**config.mk**
```make
export PLATFORM = sky130hd
export DESIGN_NAME = vga_timing_sequencer_flat
export DESIGN_NICKNAME = d
export VERILOG_FILES = /design/src/rtl/vga_timing_sequencer_if.sv /design/src/rtl/vga_timing_sequencer.sv /design/src/flat_wrapper.sv
export SDC_FILE = /design/constraint.sdc
export NUM_CORES = 1
export LEC_CHECK = 0
export ABC_AREA = 1
export BUFFER_PORTS_ARGS = -buffer_cell sky130_fd_sc_hd__buf_4
export CORE_MARGIN = 2
export CORE_UTILIZATION = 60
export CTS_CLUSTER_SIZE = 25
export DETAILED_ROUTE_END_ITERATION = 7
export GPL_TIMING_DRIVEN = 1
export PLACE_DENSITY_LB_ADDON = 0.15
export SLEW_MARGIN = 5
export SYNTH_ARGS = -nofsm -noshare
export SYNTH_HDL_FRONTEND = slang
export SYNTH_SLANG_ARGS = --single-unit
```
**constraint.sdc**
```tcl
create_clock -name control_clock -period 5.65 [get_ports control_clock]
set_input_delay 0.565 -clock control_clock [delete_from_list [all_inputs] [get_ports control_clock]]
set_output_delay 0.565 -clock control_clock [all_outputs]
set_load 0.03 [all_outputs]
```
**src/rtl/vga_timing_sequencer_if.sv**
```systemverilog
// vga_timing_sequencer_if: run enable in, raster timing and coordinates out.
interface vga_timing_sequencer_if #(
    parameter int COUNTER_SIZE = 11
);
    logic                    enable;
    logic                    pixel_tick;
    logic                    line_enable;
    logic                    frame_start;
    logic                    h_sync;
    logic                    v_sync;
    logic                    display_active;
    logic [COUNTER_SIZE-1:0] pixel_x;
    logic [COUNTER_SIZE-1:0] pixel_y;

    modport master (
        input  enable,
        output pixel_tick, line_enable, frame_start, h_sync, v_sync,
               display_active, pixel_x, pixel_y
    );

    modport slave (
        output enable,
        input  pixel_tick, line_enable, frame_start, h_sync, v_sync,
               display_active, pixel_x, pixel_y
    );
endinterface

```
**src/rtl/vga_timing_sequencer.sv**
```systemverilog
// vga_timing_sequencer: pixel clock divider plus H/V raster counters and FSMs,
// with every output registered from the next-state values so nothing skews.
module vga_timing_sequencer #(
    parameter int CLK_DIV      = 2,
    parameter int H_VISIBLE    = 640,
    parameter int H_FRONT      = 16,
    parameter int H_SYNC       = 96,
    parameter int H_BACK       = 48,
    parameter int V_VISIBLE    = 480,
    parameter int V_FRONT      = 10,
    parameter int V_SYNC       = 2,
    parameter int V_BACK       = 33,
    parameter bit SYNC_ACTIVE  = 1'b0,
    parameter int COUNTER_SIZE = 11
) (
    input logic                   control_clock,
    input logic                   reset,
    vga_timing_sequencer_if.master bus
);
    localparam int CW = COUNTER_SIZE;
    localparam int DW = (CLK_DIV > 1) ? $clog2(CLK_DIV) : 1;
    localparam logic [DW-1:0] DIV_LAST = DW'(CLK_DIV - 1);
    localparam logic [CW-1:0] H_FRONT_AT = CW'(H_VISIBLE);
    localparam logic [CW-1:0] H_SYNC_AT  = CW'(H_VISIBLE + H_FRONT);
    localparam logic [CW-1:0] H_BACK_AT  = CW'(H_VISIBLE + H_FRONT + H_SYNC);
    localparam logic [CW-1:0] H_LAST     = CW'(H_VISIBLE + H_FRONT + H_SYNC + H_BACK - 1);
    localparam logic [CW-1:0] V_FRONT_AT = CW'(V_VISIBLE);
    localparam logic [CW-1:0] V_SYNC_AT  = CW'(V_VISIBLE + V_FRONT);
    localparam logic [CW-1:0] V_BACK_AT  = CW'(V_VISIBLE + V_FRONT + V_SYNC);
    localparam logic [CW-1:0] V_LAST     = CW'(V_VISIBLE + V_FRONT + V_SYNC + V_BACK - 1);
    localparam logic [1:0] S_VISIBLE = 2'd0;
    localparam logic [1:0] S_FRONT   = 2'd1;
    localparam logic [1:0] S_SYNC    = 2'd2;
    localparam logic [1:0] S_BACK    = 2'd3;

    logic [DW-1:0] r_div;
    logic [CW-1:0] r_x;
    logic [CW-1:0] r_y;
    logic [1:0]    r_hs;
    logic [1:0]    r_vs;
    logic          r_tick;
    logic          r_line;
    logic          r_frame;
    logic          r_h_sync;
    logic          r_v_sync;
    logic          r_de;
    logic          w_tick;
    logic          w_line;
    logic          w_frame;
    logic [CW-1:0] w_x;
    logic [CW-1:0] w_y;
    logic [1:0]    w_hs;
    logic [1:0]    w_vs;

    // Next position and region; FSMs step only when their counter moves.
    always_comb begin
        w_tick  = bus.enable && (r_div == DIV_LAST);
        w_line  = w_tick && (r_x == H_LAST);
        w_frame = w_line && (r_y == V_LAST);
        w_x     = !w_tick ? r_x : w_line ? '0 : r_x + CW'(1);
        w_y     = !w_line ? r_y : w_frame ? '0 : r_y + CW'(1);
        w_hs    = !w_tick ? r_hs :
                  (w_x == H_FRONT_AT) ? S_FRONT :
                  (w_x == H_SYNC_AT)  ? S_SYNC  :
                  (w_x == H_BACK_AT)  ? S_BACK  :
                  (w_x == '0)         ? S_VISIBLE : r_hs;
        w_vs    = !w_line ? r_vs :
                  (w_y == V_FRONT_AT) ? S_FRONT :
                  (w_y == V_SYNC_AT)  ? S_SYNC  :
                  (w_y == V_BACK_AT)  ? S_BACK  :
                  (w_y == '0)         ? S_VISIBLE : r_vs;
    end

    always_ff @(posedge control_clock or posedge reset) begin
        if (reset) begin
            r_div    <= '0;
            r_x      <= '0;
            r_y      <= '0;
            r_hs     <= S_VISIBLE;
            r_vs     <= S_VISIBLE;
            r_tick   <= 1'b0;
            r_line   <= 1'b0;
            r_frame  <= 1'b0;
            r_h_sync <= ~SYNC_ACTIVE;
            r_v_sync <= ~SYNC_ACTIVE;
            r_de     <= 1'b1;
        end else if (bus.enable) begin
            r_div    <= w_tick ? '0 : r_div + DW'(1);
            r_x      <= w_x;
            r_y      <= w_y;
            r_hs     <= w_hs;
            r_vs     <= w_vs;
            r_tick   <= w_tick;
            r_line   <= w_line;
            r_frame  <= w_frame;
            r_h_sync <= (w_hs == S_SYNC) ? SYNC_ACTIVE : ~SYNC_ACTIVE;
            r_v_sync <= (w_vs == S_SYNC) ? SYNC_ACTIVE : ~SYNC_ACTIVE;
            r_de     <= (w_x < H_FRONT_AT) && (w_y < V_FRONT_AT);
        end else begin
            r_tick   <= 1'b0;
            r_line   <= 1'b0;
            r_frame  <= 1'b0;
        end
    end

    assign bus.pixel_tick     = r_tick;
    assign bus.line_enable    = r_line;
    assign bus.frame_start    = r_frame;
    assign bus.h_sync         = r_h_sync;
    assign bus.v_sync         = r_v_sync;
    assign bus.display_active = r_de;
    assign bus.pixel_x        = r_x;
    assign bus.pixel_y        = r_y;
endmodule

```
**src/flat_wrapper.sv**
```systemverilog
// flat-port wrapper written by rule: the top's interface ports become plain ports
module vga_timing_sequencer_flat 
#(
    parameter int CLK_DIV      = 2,
    parameter int H_VISIBLE    = 640,
    parameter int H_FRONT      = 16,
    parameter int H_SYNC       = 96,
    parameter int H_BACK       = 48,
    parameter int V_VISIBLE    = 480,
    parameter int V_FRONT      = 10,
    parameter int V_SYNC       = 2,
    parameter int V_BACK       = 33,
    parameter bit SYNC_ACTIVE  = 1'b0,
    parameter int COUNTER_SIZE = 11
)
  (control_clock, reset, bus_enable, bus_pixel_tick, bus_line_enable, bus_frame_start, bus_h_sync, bus_v_sync, bus_display_active, bus_pixel_x, bus_pixel_y);
  vga_timing_sequencer_if #(.COUNTER_SIZE(COUNTER_SIZE)) bus_i ();
  input logic control_clock;
  input logic reset;
  input wire logic [$bits(bus_i.enable)-1:0] bus_enable;
  output wire logic [$bits(bus_i.pixel_tick)-1:0] bus_pixel_tick;
  output wire logic [$bits(bus_i.line_enable)-1:0] bus_line_enable;
  output wire logic [$bits(bus_i.frame_start)-1:0] bus_frame_start;
  output wire logic [$bits(bus_i.h_sync)-1:0] bus_h_sync;
  output wire logic [$bits(bus_i.v_sync)-1:0] bus_v_sync;
  output wire logic [$bits(bus_i.display_active)-1:0] bus_display_active;
  output wire logic [$bits(bus_i.pixel_x)-1:0] bus_pixel_x;
  output wire logic [$bits(bus_i.pixel_y)-1:0] bus_pixel_y;
  assign bus_i.enable = bus_enable;
  assign bus_pixel_tick = bus_i.pixel_tick;
  assign bus_line_enable = bus_i.line_enable;
  assign bus_frame_start = bus_i.frame_start;
  assign bus_h_sync = bus_i.h_sync;
  assign bus_v_sync = bus_i.v_sync;
  assign bus_display_active = bus_i.display_active;
  assign bus_pixel_x = bus_i.pixel_x;
  assign bus_pixel_y = bus_i.pixel_y;
  vga_timing_sequencer #(.CLK_DIV(CLK_DIV), .H_VISIBLE(H_VISIBLE), .H_FRONT(H_FRONT), .H_SYNC(H_SYNC), .H_BACK(H_BACK), .V_VISIBLE(V_VISIBLE), .V_FRONT(V_FRONT), .V_SYNC(V_SYNC), .V_BACK(V_BACK), .SYNC_ACTIVE(SYNC_ACTIVE), .COUNTER_SIZE(COUNTER_SIZE)) u_core (.control_clock(control_clock), .reset(reset), .bus(bus_i));
endmodule
```
==> results.toml <==
[sta]
slew_headroom_pct = 71.94
fin_skew_ps = 6.810
finalHoldViolations = 0
setup_tns_ps = 0
rsz0062_at_grt = "no"
fmax_mhz = 439.8
finalCritPeriodShare_pct = 40.24
min_period_ps = 2274
setup_viol = 0
drv_slew = 0
tightest_slew_ps = 420.8
whs_ps = 376.9

[worst_setup_path]
cp_max_fo = 9
worstSetupEndpointType = "flip-flop"
ff2ff_path_depth = 18
worstPathArrival_ps = 2500
crit_type = "flip-flop to flip-flop"
worstSetupStartpointType = "flip-flop"
reg2reg_from = "u_core.bus.pixel_x[0]"
r2r_slack_ps = 3380
r2r_end = "u_core.bus.h_sync"
critPathRequiredTime_ps = 5870

[grt]
grt_pass1_wl_um = 8887
grt_max_degree = 34
grt_pass1_vias = 2036
grt_usage_pct = 26.80
antenna_found_initial = 0
grt-ovfl-total = 0

[die]
ios = 31
die_w_um = 65.57
dieArea_um2 = 4299
start_util_pct = 62.13
die_h_um = 65.57
rows = 22
core-area_um2 = 3661

[yosys]
synth_compound_area_share_pct = 3.795
synth_area_per_cell_um2 = 6.978
synth_top_family_by_area = "simple AND/OR/NAND/NOR gates"
synthArstFlopShare_pct = 100.0
synthCells = 326
muxShareOfSynthArea_pct = 0
synth_top_area_share_pct = 33.00
synth-seq-cells = 33
synth_xor_area_share_pct = 1.870
synth_simple_gate_area_share_pct = 46.81
syn_area_um2 = 2275
ys.flop_type = "dfrtp_1"
synth_edf_count = 0
ys_types = 32
synthTopCellsByArea = "dfrtp_1 (33%), nand2_1 (17%), inv_1 (7.1%)"
synth_nets = 332
synth_top_area_cell = "dfrtp_1"
ys_seq_area_share_pct = 36.47
yosys.area_share.adder_pct = 1.650
yosys_warnings = 0

[outcome]
outcome = "finished, final reports clean"

[routing]
drtPass1Iterations = 4
wl_per_cell_um = 12.09
routed-via-count = 2110
drt_iter0_drc = 169
ant_nets = 0
wirelength_um = 4969
drcViolationCount = 0
via_per_inst = 5.134

[finish]
utilization_pct = 72.04
regArea_um2 = 829.5
fin_cells = 411
diodes = 0
drive_above_1_share_pct = 23.14
final_nets = 368
fill_cells = 315
multiInputGateArea_um2 = 1231
syn_to_final_growth_pct = 15.95

[placed_design]
dp_cells = 403
gp_congestion = 0.8815
port_buffers = 30
dp_hpwl_um = 3835

[worst_hold_path]
hp-class = "input port to async pin"

[clock_tree]
cts_root_buf = "clkbuf_8"
post_cts_buffers = 0
cts.path.max_buffers = 2
cts-htree-levels = 2
numCtsBuffers = 5
path_clk_slew_ps = 70
cts_hold_buf = 0
cts_tree = "done"
clock_sink_count = 33
cts_resized = 0
clkLatencyLatePin_ps = 290

[power_and_ir_drop]
leakage_uw = 0.001435
total_power_uw = 635.9
power_density_nw_per_um2 = 241.1
vdd_drop_max_v = 0.0002434

[job]
cap_violations = 0
## per-layer routing
layer	global-route usage, %	routed length, um
met4	9.115	92
met2	46.81	2482
met3	4.795	194
met1	33.30	2200
met5	0	0
## worst max-delay path, cell delays in order, from the launching register on
cell,delay (ps)
dfrtp_1,400
ha_1,210
nand3_2,160
nor2_8,220
nand2_2,110
inv_2,70
nand2_1,50
xor2_1,250
o21ai_0,140
nor2_1,100
nand2_1,70
nand2_1,60
nand2_1,40
nand2_1,50
nand2_1,40
nand2_1,70
nand2_1,60
nand2_1,50
nand2_1,50
## per-stage QoR
stage,setup WS (ps),cell area [um2]
detailed placement,3324,2555
finish,3376,2638
CTS,3388,2638
floorplan,3432,2275
global placement,3306,2555
global route,3052,2638
## registers in the layout, indices dropped and copies added (netlist names)
register                   flops
u_core.bus.pixel_x            11
u_core.bus.frame_start         1
u_core.r_hs                    2
u_core.bus.display_active      1
u_core.r_vs                    2
u_core.bus.line_enable         1
u_core.bus.pixel_tick          1
u_core.bus.h_sync              1
u_core.bus.v_sync              1
u_core.r_div                   1
u_core.bus.pixel_y            11
## worst max path at each step
stage | from | endpoint | slack [ps] | cells after the start
2_1_floorplan | u_core.bus.pixel_x[0] | u_core.bus.h_sync | 3430 | 18
3_3_place_gp | bus_enable | u_core.bus.h_sync | 3310 | 18
3_5_place_dp | bus_enable | u_core.bus.h_sync | 3320 | 18
4_1_cts | u_core.bus.pixel_x[0] | u_core.bus.h_sync | 3390 | 18
5_1_grt | u_core.bus.pixel_x[4] | u_core.bus.v_sync | 3050 | 17
6_report | u_core.bus.pixel_x[0] | u_core.bus.h_sync | 3380 | 18
## placed cells by master, fill, tap and decap left out
cell type,count
buf_4,31
dfstp_2,3
clkinv_4,1
ha_1,3
xnor2_1,1
nand3b_1,1
xor2_1,2
nor3_1,3
clkbuf_8,5
xor2_2,1
nand2_1,105
nand4_1,11
a21oi_1,1
o21bai_1,2
nor2_4,4
nor2_2,4
clkbuf_1,1
inv_2,7
dfrtp_1,30
nand3_1,28
nand4_4,1
o21ai_0,3
nand2_2,10
o21ai_1,8
clkinv_2,3
nand3_2,4
nand2_4,3
o21bai_2,1
inv_1,43
nor2_8,2
nor2_1,37
or2_2,2
nor3_2,2
## cell families (layout without fill, tap and decap cells)
group	after synthesis	count (layout)
AO/OA/AOI/OAI	15	15
XOR/XNOR	4	4
flip-flops	33	33
AND/OR/NAND/NOR	217	217
buffers and inverters	54	91
adder cells (fa/ha/maj)	3	3
## cell type report
type	count	area share, %
Multi-Input combinational cell	239	46.68
Timing Repair Buffer	31	8.824
Inverter	52	7.638
Sequential cell	33	31.45
Clock buffer	6	2.751
Tap cell	48	2.277
Clock inverter	2	0.3795
## cell usage after synthesis (2+ instances only)
| master | instances |
|---|---|
| nor2_8 | 2 |
| nor3_2 | 2 |
| ha_1 | 3 |
| dfstp_2 | 3 |
| nand4_1 | 11 |
| inv_2 | 7 |
| nor2_2 | 4 |
| nor2_4 | 4 |
| xor2_1 | 2 |
| nand2_2 | 10 |
| nor2_1 | 37 |
| inv_1 | 43 |
| dfrtp_1 | 30 |
| nand2_1 | 105 |
| nand3_2 | 4 |
| nand3_1 | 28 |
| or2_2 | 2 |
| o21ai_0 | 3 |
| nand2_4 | 3 |
| o21ai_1 | 8 |
| nor3_1 | 3 |
| o21bai_1 | 2 |
## where the power goes
part           internal (uW)  total, uW  switching, uW
combinational           57.6        168            110
clock                   85.3        173           87.6
sequential               261        295           34.3
Note: power is estimated with default switching activity, not from simulation.
